## src/rtl/drive_arbiter_if.sv

```systemverilog
// drive_arbiter_if: command sources, motor-driver handshake and status bundle for drive_arbiter
interface drive_arbiter_if;
  logic       enable;
  logic       safety_stop;
  logic [2:0] manual_cmd;
  logic       manual_valid;
  logic [2:0] auto_cmd;
  logic       auto_valid;
  logic [2:0] out_cmd;
  logic       out_valid;
  logic       out_ready;
  logic       force_stop;
  logic [1:0] active_source;
  logic       watchdog_trip;
  modport master (
    output enable, safety_stop, manual_cmd, manual_valid, auto_cmd, auto_valid, out_ready,
    input  out_cmd, out_valid, force_stop, active_source, watchdog_trip
  );
  modport slave (
    input  enable, safety_stop, manual_cmd, manual_valid, auto_cmd, auto_valid, out_ready,
    output out_cmd, out_valid, force_stop, active_source, watchdog_trip
  );
endinterface

```

## src/rtl/drive_arbiter.sv

```systemverilog
// drive_arbiter: safety/manual/auto drive command arbitration with dwell, manual hold and auto watchdog
module drive_arbiter #(
  parameter int MIN_DWELL   = 50_000,
  parameter int MANUAL_HOLD = 25_000_000,
  parameter int WATCHDOG    = 5_000_000
) (
  input logic clk,
  input logic reset,
  drive_arbiter_if.slave bus
);
  localparam int DW = MIN_DWELL   > 0 ? $clog2(MIN_DWELL + 1)   : 1;
  localparam int MW = MANUAL_HOLD > 0 ? $clog2(MANUAL_HOLD + 1) : 1;
  localparam int WW = WATCHDOG    > 0 ? $clog2(WATCHDOG + 1)    : 1;
  localparam logic [DW-1:0] DWELL_L = DW'(MIN_DWELL);
  localparam logic [MW-1:0] HOLD_L  = MW'(MANUAL_HOLD);
  localparam logic [WW-1:0] WD_L    = WW'(WATCHDOG);
  typedef enum logic {IDLE, BUSY} state_t;
  state_t state, state_n;
  logic [2:0] man_reg, auto_reg, last_issued, target;
  logic [MW-1:0] man_timer;
  logic [DW-1:0] dwell_cnt;
  logic [WW-1:0] wd_cnt, wd_nx;
  logic auto_seen, issue, xfer;
  logic [1:0] sel;
  function automatic logic [2:0] legal(input logic [2:0] c);
    return c > 3'd5 ? 3'd0 : c;
  endfunction
  always_comb begin
    sel = bus.force_stop ? 2'd3 : man_timer != '0 ? 2'd2 : (auto_seen && !bus.watchdog_trip) ? 2'd1 : 2'd0;
    target = sel == 2'd2 ? man_reg : sel == 2'd1 ? auto_reg : 3'd0;
    xfer = state == BUSY && bus.out_ready;
    issue = state == IDLE && target != last_issued && (target == 3'd0 || dwell_cnt == '0);
    state_n = issue ? BUSY : xfer ? IDLE : state;
    wd_nx = wd_cnt == WD_L ? wd_cnt : wd_cnt + 1'b1;
  end
  always_ff @(posedge clk)
    if (reset) state <= IDLE;
    else state <= state_n;
  assign bus.out_valid = state == BUSY;
  always_ff @(posedge clk) begin
    if (reset) begin
      man_reg <= '0;
      man_timer <= '0;
      auto_reg <= '0;
      auto_seen <= 1'b0;
      wd_cnt <= '0;
      bus.watchdog_trip <= 1'b0;
      bus.force_stop <= 1'b1;
    end else begin
      bus.force_stop <= !bus.enable || bus.safety_stop;
      if (bus.manual_valid) begin
        man_reg <= legal(bus.manual_cmd);
        man_timer <= HOLD_L;
      end else if (man_timer != '0) man_timer <= man_timer - 1'b1;
      if (bus.auto_valid) begin
        auto_reg <= legal(bus.auto_cmd);
        auto_seen <= 1'b1;
        wd_cnt <= '0;
        bus.watchdog_trip <= 1'b0;
      end else begin
        wd_cnt <= wd_nx;
        if (wd_nx == WD_L) bus.watchdog_trip <= 1'b1;
      end
    end
  end
  // out_cmd only loads on issue, so it stays frozen while the driver stalls
  always_ff @(posedge clk) begin
    if (reset) begin
      bus.out_cmd <= '0;
      bus.active_source <= '0;
      last_issued <= '0;
      dwell_cnt <= '0;
    end else begin
      bus.active_source <= sel;
      if (issue) bus.out_cmd <= target;
      if (xfer) begin
        last_issued <= bus.out_cmd;
        dwell_cnt <= DWELL_L;
      end else if (dwell_cnt != '0) dwell_cnt <= dwell_cnt - 1'b1;
    end
  end
endmodule

```

## src/flat_wrapper.sv

```systemverilog
// flat-port wrapper written by rule: the top's interface ports become plain ports
module drive_arbiter_flat 
#(
  parameter int MIN_DWELL   = 50_000,
  parameter int MANUAL_HOLD = 25_000_000,
  parameter int WATCHDOG    = 5_000_000
)
  (clk, reset, bus_enable, bus_safety_stop, bus_manual_cmd, bus_manual_valid, bus_auto_cmd, bus_auto_valid, bus_out_ready, bus_out_cmd, bus_out_valid, bus_force_stop, bus_active_source, bus_watchdog_trip);
  drive_arbiter_if bus_i ();
  input logic clk;
  input logic reset;
  input wire logic [$bits(bus_i.enable)-1:0] bus_enable;
  input wire logic [$bits(bus_i.safety_stop)-1:0] bus_safety_stop;
  input wire logic [$bits(bus_i.manual_cmd)-1:0] bus_manual_cmd;
  input wire logic [$bits(bus_i.manual_valid)-1:0] bus_manual_valid;
  input wire logic [$bits(bus_i.auto_cmd)-1:0] bus_auto_cmd;
  input wire logic [$bits(bus_i.auto_valid)-1:0] bus_auto_valid;
  input wire logic [$bits(bus_i.out_ready)-1:0] bus_out_ready;
  output wire logic [$bits(bus_i.out_cmd)-1:0] bus_out_cmd;
  output wire logic [$bits(bus_i.out_valid)-1:0] bus_out_valid;
  output wire logic [$bits(bus_i.force_stop)-1:0] bus_force_stop;
  output wire logic [$bits(bus_i.active_source)-1:0] bus_active_source;
  output wire logic [$bits(bus_i.watchdog_trip)-1:0] bus_watchdog_trip;
  assign bus_i.enable = bus_enable;
  assign bus_i.safety_stop = bus_safety_stop;
  assign bus_i.manual_cmd = bus_manual_cmd;
  assign bus_i.manual_valid = bus_manual_valid;
  assign bus_i.auto_cmd = bus_auto_cmd;
  assign bus_i.auto_valid = bus_auto_valid;
  assign bus_i.out_ready = bus_out_ready;
  assign bus_out_cmd = bus_i.out_cmd;
  assign bus_out_valid = bus_i.out_valid;
  assign bus_force_stop = bus_i.force_stop;
  assign bus_active_source = bus_i.active_source;
  assign bus_watchdog_trip = bus_i.watchdog_trip;
  drive_arbiter #(.MIN_DWELL(MIN_DWELL), .MANUAL_HOLD(MANUAL_HOLD), .WATCHDOG(WATCHDOG)) u_core (.clk(clk), .reset(reset), .bus(bus_i));
endmodule
```

## config.mk

```make
export PLATFORM = sky130hd
export DESIGN_NAME = drive_arbiter_flat
export DESIGN_NICKNAME = d
export VERILOG_FILES = /design/src/rtl/drive_arbiter_if.sv /design/src/rtl/drive_arbiter.sv /design/src/flat_wrapper.sv
export SDC_FILE = /design/constraint.sdc
export NUM_CORES = 1
export LEC_CHECK = 0
export ABC_AREA = 1
export BUFFER_PORTS_ARGS = -buffer_cell sky130_fd_sc_hd__buf_2
export CORE_MARGIN = 1.5
export CORE_UTILIZATION = 60
export DETAILED_ROUTE_END_ITERATION = 7
export PLACE_DENSITY = 0.75
export SLEW_MARGIN = 20
export SYNTH_ARGS = -nofsm -noshare
export SYNTH_HDL_FRONTEND = slang
export SYNTH_SLANG_ARGS = --single-unit
```

## constraint.sdc

```tcl
create_clock -name clk -period 5.7 [get_ports clk]
set_clock_uncertainty 0.2 [all_clocks]
set_input_delay 0.285 -clock clk [delete_from_list [all_inputs] [get_ports clk]]
set_output_delay 0.285 -clock clk [all_outputs]
set_load 0.005 [all_outputs]
```

==> metrics.md, run 1 <==
| Metric | Value |
|---|---|
| Area of the die | `0.007611 mm²` |
| Outcome | `finished, final reports clean` |
| Unrepaired setup endpoints after global routing | `false` |
| Max reg flops | `25` |
| Critical path class | `flip-flop to flip-flop` |
| Root Buffer | `clkbuf_8` |
| Area grow syn2layout | `11.08%` |
| Placed cell count | `719` |
| R2R setup slack | `3300 ps` |
| Final HPWL DP | `6620 µm` |
| PD cells | `360.8 mW/mm²` |
| Power Internal | `0.001103 W` |
| Worst Hold Launch | `bus_manual_cmd[1]` |
| GR Util met3 | `6.256%` |
| Final Cycle Share | `42.12%` |
| Max cap viols | `0` |
| CTS tree | `built` |
| Largest cells by area after synthesis | `dfxtp_1 (39%), nor2_1 (10%), nand2_1 (8.3%), inv_1 (7.0%), a21oi_1 (5.3%)` |
| Synth top area share | `38.55%` |
| Setup crit start kind | `flip-flop` |
| Worst Path Required | `5750 ps` |
| Number of global-route vias before repair | `3674` |
| Layout cell share with drive strength beyond 1 | `11.61%` |
| Max incr delay on CP | `650 ps` |
| RR Startpoint | `u_core.dwell_cnt[0]` |
| Biggest register | `u_core.man_timer` |
| Post-synth top cells | `nor2_1 (117), nand2_1 (94), dfxtp_1 (82)` |
| Mapped Area | `0.004258 mm²` |
| Post-route insts no fill | `742` |
| Final setup vio count | `0` |
| H-tree levels | `3` |
| Met1 Use GR | `32.15%` |
| Number of enable flip-flop cells after synthesis | `0` |
| Via count | `3829` |
| Largest delay share family, worst path | `simple AND/OR/NAND/NOR gates` |
| Slew HR | `50.60%` |
| Die W | `87.24 µm` |
| Max Clk Rate | `416.5 MHz` |
| Worst Tran Pin Value | `739.2 ps` |
| Sw Pwr | `0.0006028 W` |
| Largest net degree at the start of global routing | `28` |
| Post-Syn Instances | `613` |
| Starting density of the core | `62.33%` |
| Regs by FF count | `u_core.man_timer x25, u_core.wd_cnt x23, u_core.dwell_cnt x16` |
| Core Box Area | `0.006832 mm²` |
| Synth area leader | `dfxtp_1` |
| Final WL | `8930 µm` |
| DR iter-0 viols | `161` |
| Hold Vio Cnt, Final | `0` |
| Crit-path max FO | `7` |
| Crit path capture type | `flip-flop` |
| Final RePlAce weighted congestion | `0.9432` |
| FFs w/ async S/R, synth | `0%` |
| Global route overflow | `0` |
| Synth warn | `0` |
| Unique masters post-synth | `38` |
| Core Rows | `30` |
| Clock Power Share | `27.2%` |
| Final ANT Viol Nets | `0` |
| Synth Register Bits | `82` |
| Drt via density | `5.160` |
| GRT Overall Usage | `25.85%` |
| Worst Path Arrival | `2450 ps` |
| Initial antenna violation count | `0` |
| Leakage power | `2.001 nW` |
| CP max-delay cell | `nor4_1` |
| CP Buf/Inv Count | `2` |
| Worst vdd ir | `175.8 µV` |
| GRT met2 Usage | `42.87%` |
| Sequential Power Share | `42.4%` |
| # IOs | `21` |
| Fill count | `607` |
| Logic pwr share | `30.3%` |
| RR Endpoint | `u_core.bus.out_cmd[0]` |
| First drt pass iteration count | `4` |
| Synth Net Count | `631` |
| Gr busiest metal | `met2` |
| First-pass GRT wire length | `15560 µm` |
| Min-Delay Path Class | `primary input to flip-flop` |
| Port bufs | `20` |
| Register area share after synthesis | `38.55%` |
| Worst r2r path cells | `9` |
| Post-route DRC | `0` |
| Min cycle time layout | `2401 ps` |
| Later-pin clock latency in the skew report | `360 ps` |
| Hold Path End | `u_core.man_reg[1]` |
| Crit path cell chain | `inv_1 > ha_1 > nand2_1 > nor4_1 > inv_1 > a21oi_4 > nand3_1 > nand2_1 > nor2_1` |
| Sw frac | `35.33%` |
| Routed WL per cell | `12.04 µm` |
| Top FF cell, synth | `dfxtp_1` |
| Setup TNS | `0 ps` |
| Clk pin slew, worst setup/hold paths | `90 ps` |
| Most frequent cell after synthesis | `nor2_1` |
| Syn avg cell area | `6.946 µm²` |
| # clock sinks | `82` |
| Die Y | `87.24 µm` |
| Final #Nets | `659` |
| CTS Buffer Depth | `2` |
| Number of buffers created by CTS | `9` |
| Antenna cells | `0` |
| WHS Path Cells | `3` |
| Slew Limit Fails | `0` |
| Number of cells on the critical path | `9` |
[logic make-up (layout without fill, tap and decap cells)]
family / Yosys count / after routing / share of synthesized area (%)
simple gates: 325 / 325 / 35.53
buf+inv: 97 / 130 / 8.610
flops: 82 / 82 / 38.55
compound gates: 73 / 73 / 9.463
xor+xnor: 31 / 31 / 6.377
fa+ha+maj: 5 / 5 / 1.469
[worst reg2reg max path, stage by stage, from the launching register on]
cell and delay [ps]:
dfxtp_1 330, inv_1 120, ha_1 200, nand2_1 110
nor4_1 650, inv_1 210, a21oi_4 260, nand3_1 100
nand2_1 80, nor2_1 50
[how the worst max path moves through the flow]
stage	startpoint	slack [ps]	end
after floorplan	u_core.man_timer[0]	3650	u_core.bus.out_cmd[0]
after global placement	u_core.dwell_cnt[0]	3340	u_core.bus.out_cmd[0]
after detailed placement	u_core.dwell_cnt[0]	3340	u_core.bus.out_cmd[0]
after CTS	u_core.dwell_cnt[0]	3320	u_core.bus.out_cmd[0]
after global routing	u_core.dwell_cnt[0]	3140	u_core.bus.out_cmd[1]
final	u_core.dwell_cnt[0]	3300	u_core.bus.out_cmd[0]
[layout make-up]
class / instances / area (µm²) / share of cell area [%]
Clock buffer: 12 / 145.1 / 3.069
Clock inverter: 4 / 75.07 / 1.587
Inverter: 87 / 327.8 / 6.931
Multi-Input combinational cell: 434 / 2250 / 47.57
Sequential cell: 82 / 1642 / 34.71
Tap cell: 96 / 120.1 / 2.540
Timing Repair Buffer: 27 / 170.2 / 3.598
[cell usage in the layout (no fill, tap or decap), types with 2 or more instances in the layout]
cell / count
nand3_2: 4
nor3b_1: 2
a31oi_1: 6
o21ai_0: 14
nand3b_1: 4
nor3_1: 21
xor2_1: 24
nand3_1: 32
inv_2: 7
nor2_1: 117
or2_2: 2
clkinvlp_4: 2
nor2_2: 11
bufinv_16: 2
nand2_4: 2
clkbuf_8: 10
dfxtp_1: 82
ha_1: 5
nand2_1: 94
nand2_2: 6
dlygate4sd3_1: 7
clkbuf_1: 2
buf_2: 20
xnor2_1: 7
nand4_1: 20
nor4_1: 3
o31ai_1: 2
a211oi_1: 2
inv_1: 79
a21oi_1: 45
[power groups by stage]
stage | combinational (W) | sequential [W] | clock [W]
after global placement | 0.000493 | 0.000734 | 0
after floorplan | 0.000416 | 0.000719 | 0
after global routing | 0.000604 | 0.000735 | 0.000503
final | 0.000518 | 0.000724 | 0.000465
after detailed placement | 0.000506 | 0.000735 | 0
after CTS | 0.000513 | 0.000723 | 0.000474
[repair_timing]
item,4_1_cts,5_1_grt
setup buffers,0,0
endpoints found under the hold margin,5,0
gates resized for setup,0,0
hold buffers,7,0
[through the flow]
stage	power (W)	utilization, %	area [µm²]	setup slack (ps)	hold WS, ps
after floorplan	0.001134	-	4258	3646	153.7
after global routing	0.001842	69.23	4730	3141	11.96
after detailed placement	0.001241	64.98	4439	3338	255.7
final	0.001706	69.23	4730	3299	21.52
after global placement	0.001227	64.98	4439	3344	244.8
after CTS	0.001709	69.23	4730	3319	8.137
[metal layers]
layer	up-vias	share of wire (%)
met1	1711	47
met5	-	0
met3	18	3.2
li1	2027	-
met2	73	48
met4	0	2.1
Note: power is estimated with default switching activity, not from simulation.
==> inputs of run 2 (changes only) <==
--- a/config.mk
+++ b/config.mk
@@ -5,12 +5,12 @@
 export SDC_FILE = /design/constraint.sdc
 export NUM_CORES = 1
 export LEC_CHECK = 0
-export ABC_AREA = 1
+export ABC_AREA = 0
 export BUFFER_PORTS_ARGS = -buffer_cell sky130_fd_sc_hd__buf_2
 export CORE_MARGIN = 1.5
-export CORE_UTILIZATION = 60
+export CORE_UTILIZATION = 55
 export DETAILED_ROUTE_END_ITERATION = 7
-export PLACE_DENSITY = 0.75
+export PLACE_DENSITY = 0.73
 export SLEW_MARGIN = 20
 export SYNTH_ARGS = -nofsm -noshare
 export SYNTH_HDL_FRONTEND = slang
==> constraint.sdc (replaced) <==
create_clock -name clk -period 1.95 [get_ports clk]
set_clock_uncertainty 0.2 [all_clocks]
set_input_delay 0.0975 -clock clk [delete_from_list [all_inputs] [get_ports clk]]
set_output_delay 0.0975 -clock clk [all_outputs]
set_load 0.005 [all_outputs]
==> metrics.md, run 2 <==
| Metric | Value |
|---|---|
| Largest cells by area after synthesis | `dfxtp_1 (39%), nor2_1 (6.6%), xnor2_1 (5.9%), xor2_1 (5.7%), a21oi_1 (4.5%) (was dfxtp_1 (39%), nor2_1 (10%), nand2_1 (8.3%), inv_1 (7.0%), a21oi_1 (5.3%))` |
| Worst Tran Pin Value | `669.2 ps (was 739.2 ps)` |
| First drt pass iteration count | `8 (was 4)` |
| Final worst slack | `-690.8 ps (was 3299 ps)` |
| Worst vdd ir | `556.6 µV (was 175.8 µV)` |
| Layout cell share with drive strength beyond 1 | `45.64% (was 11.61%)` |
| PD cells | `980.8 mW/mm² (was 360.8 mW/mm²)` |
| Core Rows | `31 (was 30)` |
| Slew HR | `54.97% (was 50.60%)` |
| Hold WS | `75.67 ps (was 21.52 ps)` |
| Synth top area share | `39.47% (was 38.55%)` |
| CTS tree | `built (unchanged)` |
| CP Buf/Inv Count | `2 (unchanged)` |
| First-pass GRT wire length | `22340 µm (was 15560 µm)` |
| Fill count | `289 (was 607)` |
| Most common cell after layout, fill and taps aside | `buf_4 (was nor2_1)` |
| Biggest register | `u_core.man_timer (unchanged)` |
| Unique masters post-synth | `59 (was 38)` |
| Failing checks | `DRC, setup timing` |
| Min-Delay Path Class | `primary input to flip-flop (unchanged)` |
| Most frequent cell after synthesis | `dfxtp_1 (was nor2_1)` |
| # clock sinks | `82 (unchanged)` |
| Die Y | `89.96 µm (was 87.24 µm)` |
| Crit path cell chain | `nor2_1 > nand2_2 > buf_4 > nor4_2 > o211ai_1 > a22oi_4 > buf_4 > a32oi_1 > o211ai_1 (was inv_1 > ha_1 > nand2_1 > nor4_1 > inv_1 > a21oi_4 > nand3_1 > nand2_1 > nor2_1)` |
| Gr busiest metal | `met2 (unchanged)` |
| DP Worst Slack | `-523.3 ps (was 3338 ps)` |
| Drt via density | `6.366 (was 5.160)` |
| Clk pin slew, worst setup/hold paths | `90 ps (about the same)` |
| Synth Register Bits | `82 (unchanged)` |
| Outcome | `finished, violations left (was finished, final reports clean)` |
| Register area share after synthesis | `39.47% (was 38.55%)` |
| Starting density of the core | `57.04% (was 62.33%)` |
| Max incr delay on CP | `390 ps (was 650 ps)` |
| Critical path class | `flip-flop to flip-flop (unchanged)` |
| Final ANT Viol Nets | `0 (unchanged)` |
| Initial antenna violation count | `0 (unchanged)` |
| Crit path capture type | `flip-flop (unchanged)` |
| Synth area leader | `dfxtp_1 (unchanged)` |
| Antenna cells | `0 (unchanged)` |
| Number of global-route vias before repair | `4683 (was 3674)` |
| Port bufs | `20 (unchanged)` |
| Final Cycle Share | `135.4% (was 42.12%)` |
| Unrepaired setup endpoints after global routing | `true (was false)` |
| Top FF cell, synth | `dfxtp_1 (unchanged)` |
| Met1 Use GR | `39.20% (was 32.15%)` |
| Placed cell count | `731 (was 719)` |
| Die W | `89.96 µm (was 87.24 µm)` |
| Max reg flops | `25 (unchanged)` |
| Final HPWL DP | `7477 µm (was 6620 µm)` |
| Largest delay share family, worst path | `simple AND/OR/NAND/NOR gates (unchanged)` |
| Number of enable flip-flop cells after synthesis | `0 (unchanged)` |
| Crit-path max FO | `9 (was 7)` |
| Worst Path Arrival | `2730 ps (was 2450 ps)` |
| Hold Vio Cnt, Final | `0 (unchanged)` |
| CP max-delay cell | `nor4_2 (was nor4_1)` |
| FFs w/ async S/R, synth | `0% (unchanged)` |
| Mapped Area | `0.004159 mm² (was 0.004258 mm²)` |
| Later-pin clock latency in the skew report | `370 ps (was 360 ps)` |
| Setup crit start kind | `flip-flop (unchanged)` |
| Via count | `5010 (was 3829)` |
| Leakage power | `2.613 nW (was 2.001 nW)` |
| Min cycle time layout | `2641 ps (was 2401 ps)` |
| GRT met2 Usage | `61.20% (was 42.87%)` |
| Number of buffers created by CTS | `9 (unchanged)` |
| DR iter-0 viols | `466 (was 161)` |
| Post-Syn Instances | `496 (was 613)` |
| Slew Limit Fails | `0 (unchanged)` |
| Worst Path Required | `2030 ps (was 5750 ps)` |
| Post-route DRC | `10 (was 0)` |
| Final #Nets | `701 (was 659)` |
| CTS Buffer Depth | `2 (unchanged)` |
| GRT Overall Usage | `34.27% (was 25.85%)` |
| Final setup vio count | `49 (was 0)` |
| Synth Net Count | `514 (was 631)` |
| Largest net degree at the start of global routing | `31 (was 28)` |
| GR Util met3 | `7.107% (was 6.256%)` |
| Syn avg cell area | `8.385 µm² (was 6.946 µm²)` |
| Post-synth top cells | `dfxtp_1 (82), nor2_1 (73), a21oi_1 (37) (was nor2_1 (117), nand2_1 (94), dfxtp_1 (82))` |
| # IOs | `21 (unchanged)` |
| Global route overflow | `0 (unchanged)` |
| Routed WL per cell | `21.47 µm (was 12.04 µm)` |
| Pwr Total | `0.006503 W (was 0.001706 W)` |
| Final WL | `16890 µm (was 8930 µm)` |
| Commonest cells after routing, fill and taps aside | `buf_4 (135), dfxtp_1 (68), nor2_1 (62), a21oi_1 (29), nand2_1 (25) (was nor2_1 (117), nand2_1 (94), dfxtp_1 (82), inv_1 (79), a21oi_1 (45))` |
| Post-route insts no fill | `787 (was 742)` |
| Max cap viols | `0 (unchanged)` |
| Area of the die | `0.008093 mm² (was 0.007611 mm²)` |
| Regs by FF count | `u_core.man_timer x25, u_core.wd_cnt x23, u_core.dwell_cnt x16 (unchanged)` |
| Setup TNS | `-14400 ps (was 0 ps)` |
| Final RePlAce weighted congestion | `0.8267 (was 0.9432)` |
| Area grow syn2layout | `59.42% (was 11.08%)` |
| Root Buffer | `clkbuf_8 (unchanged)` |
| Max Clk Rate | `378.7 MHz (was 416.5 MHz)` |
| Core Box Area | `0.007292 mm² (was 0.006832 mm²)` |
| Synth warn | `0 (unchanged)` |
| H-tree levels | `3 (unchanged)` |
[run 2: cell type report]
type / instances / area, µm² / share of cell area [%]
Multi-Input combinational cell: 381 / 3010 / 45.40
Sequential cell: 82 / 1659 / 25.02
Clock inverter: 5 / 86.33 / 1.302
Inverter: 14 / 52.55 / 0.7926
Tap cell: 99 / 123.9 / 1.868
Timing Repair Buffer: 195 / 1546 / 23.33
Clock buffer: 11 / 151.4 / 2.283
[run 2: cell families (layout without fill, tap and decap cells)]
| kind of cell | count (synthesis) | in the layout | share of synthesized area, % |
|---|---|---|---|
| AO/OA/AOI/OAI | 78 | 78 | 12.67 |
| flip-flops | 82 | 82 | 39.47 |
| adder cells (fa/ha/maj) | 5 | 5 | 1.504 |
| buffers and inverters | 33 | 225 | 3.189 |
| XOR/XNOR | 55 | 55 | 11.58 |
| AND/OR/NAND/NOR | 242 | 242 | 31.35 |
| multiplexers | 1 | 1 | 0.2407 |
[run 2: final timing paths]
| kind | from | endpoint | slack (ps) | cells after the start |
|---|---|---|---|---|
| worst min register to register | u_core.man_timer[7] | u_core.man_timer[7] | 330 | 2 |
| worst max-delay path | u_core.man_timer[2] | u_core.bus.out_cmd[0] | -690 | 9 |
| worst min-delay path | bus_manual_valid | u_core.man_timer[3] | 80 | 3 |
| worst max register to register | u_core.man_timer[2] | u_core.bus.out_cmd[0] | -690 | 9 |
[run 2: metal layers]
| layer | routed length [µm] | up-vias |
|---|---|---|
| li1 | - | 2125 |
| met1 | 5986 | 2384 |
| met2 | 8220 | 355 |
| met3 | 1333 | 146 |
| met4 | 1353 | 0 |
| met5 | 0 | - |
[run 2: what timing repair did]
action	CTS	global route
endpoints found under the setup margin	50	57
setup buffers	13	17
hold endpoints to repair	23	0
pin swaps	42	41
gates resized for setup	83	62
cloned	0	0
hold buffers	19	0
[run 2: worst reg2reg max path: cells and delay by family, from the launching register on]
kind | cells | cell delay (ps)
simple gates | 3 | 880
compound gates | 4 | 740
buf+inv | 2 | 390
flops | 1 | 330
[run 2: where the power goes]
group          internal (W)  switching [W]
Sequential          0.00186       0.000157
Combinational       0.00151        0.00150
Clock              0.000798       0.000675
[run 2: per-stage QoR]
step                      cell area [µm²]  util, %
final                                6630    90.92
after global routing                 6630    90.92
after CTS                            6281    86.14
after detailed placement             5396    74.00
after global placement               5396    74.00
after floorplan                      4239        -
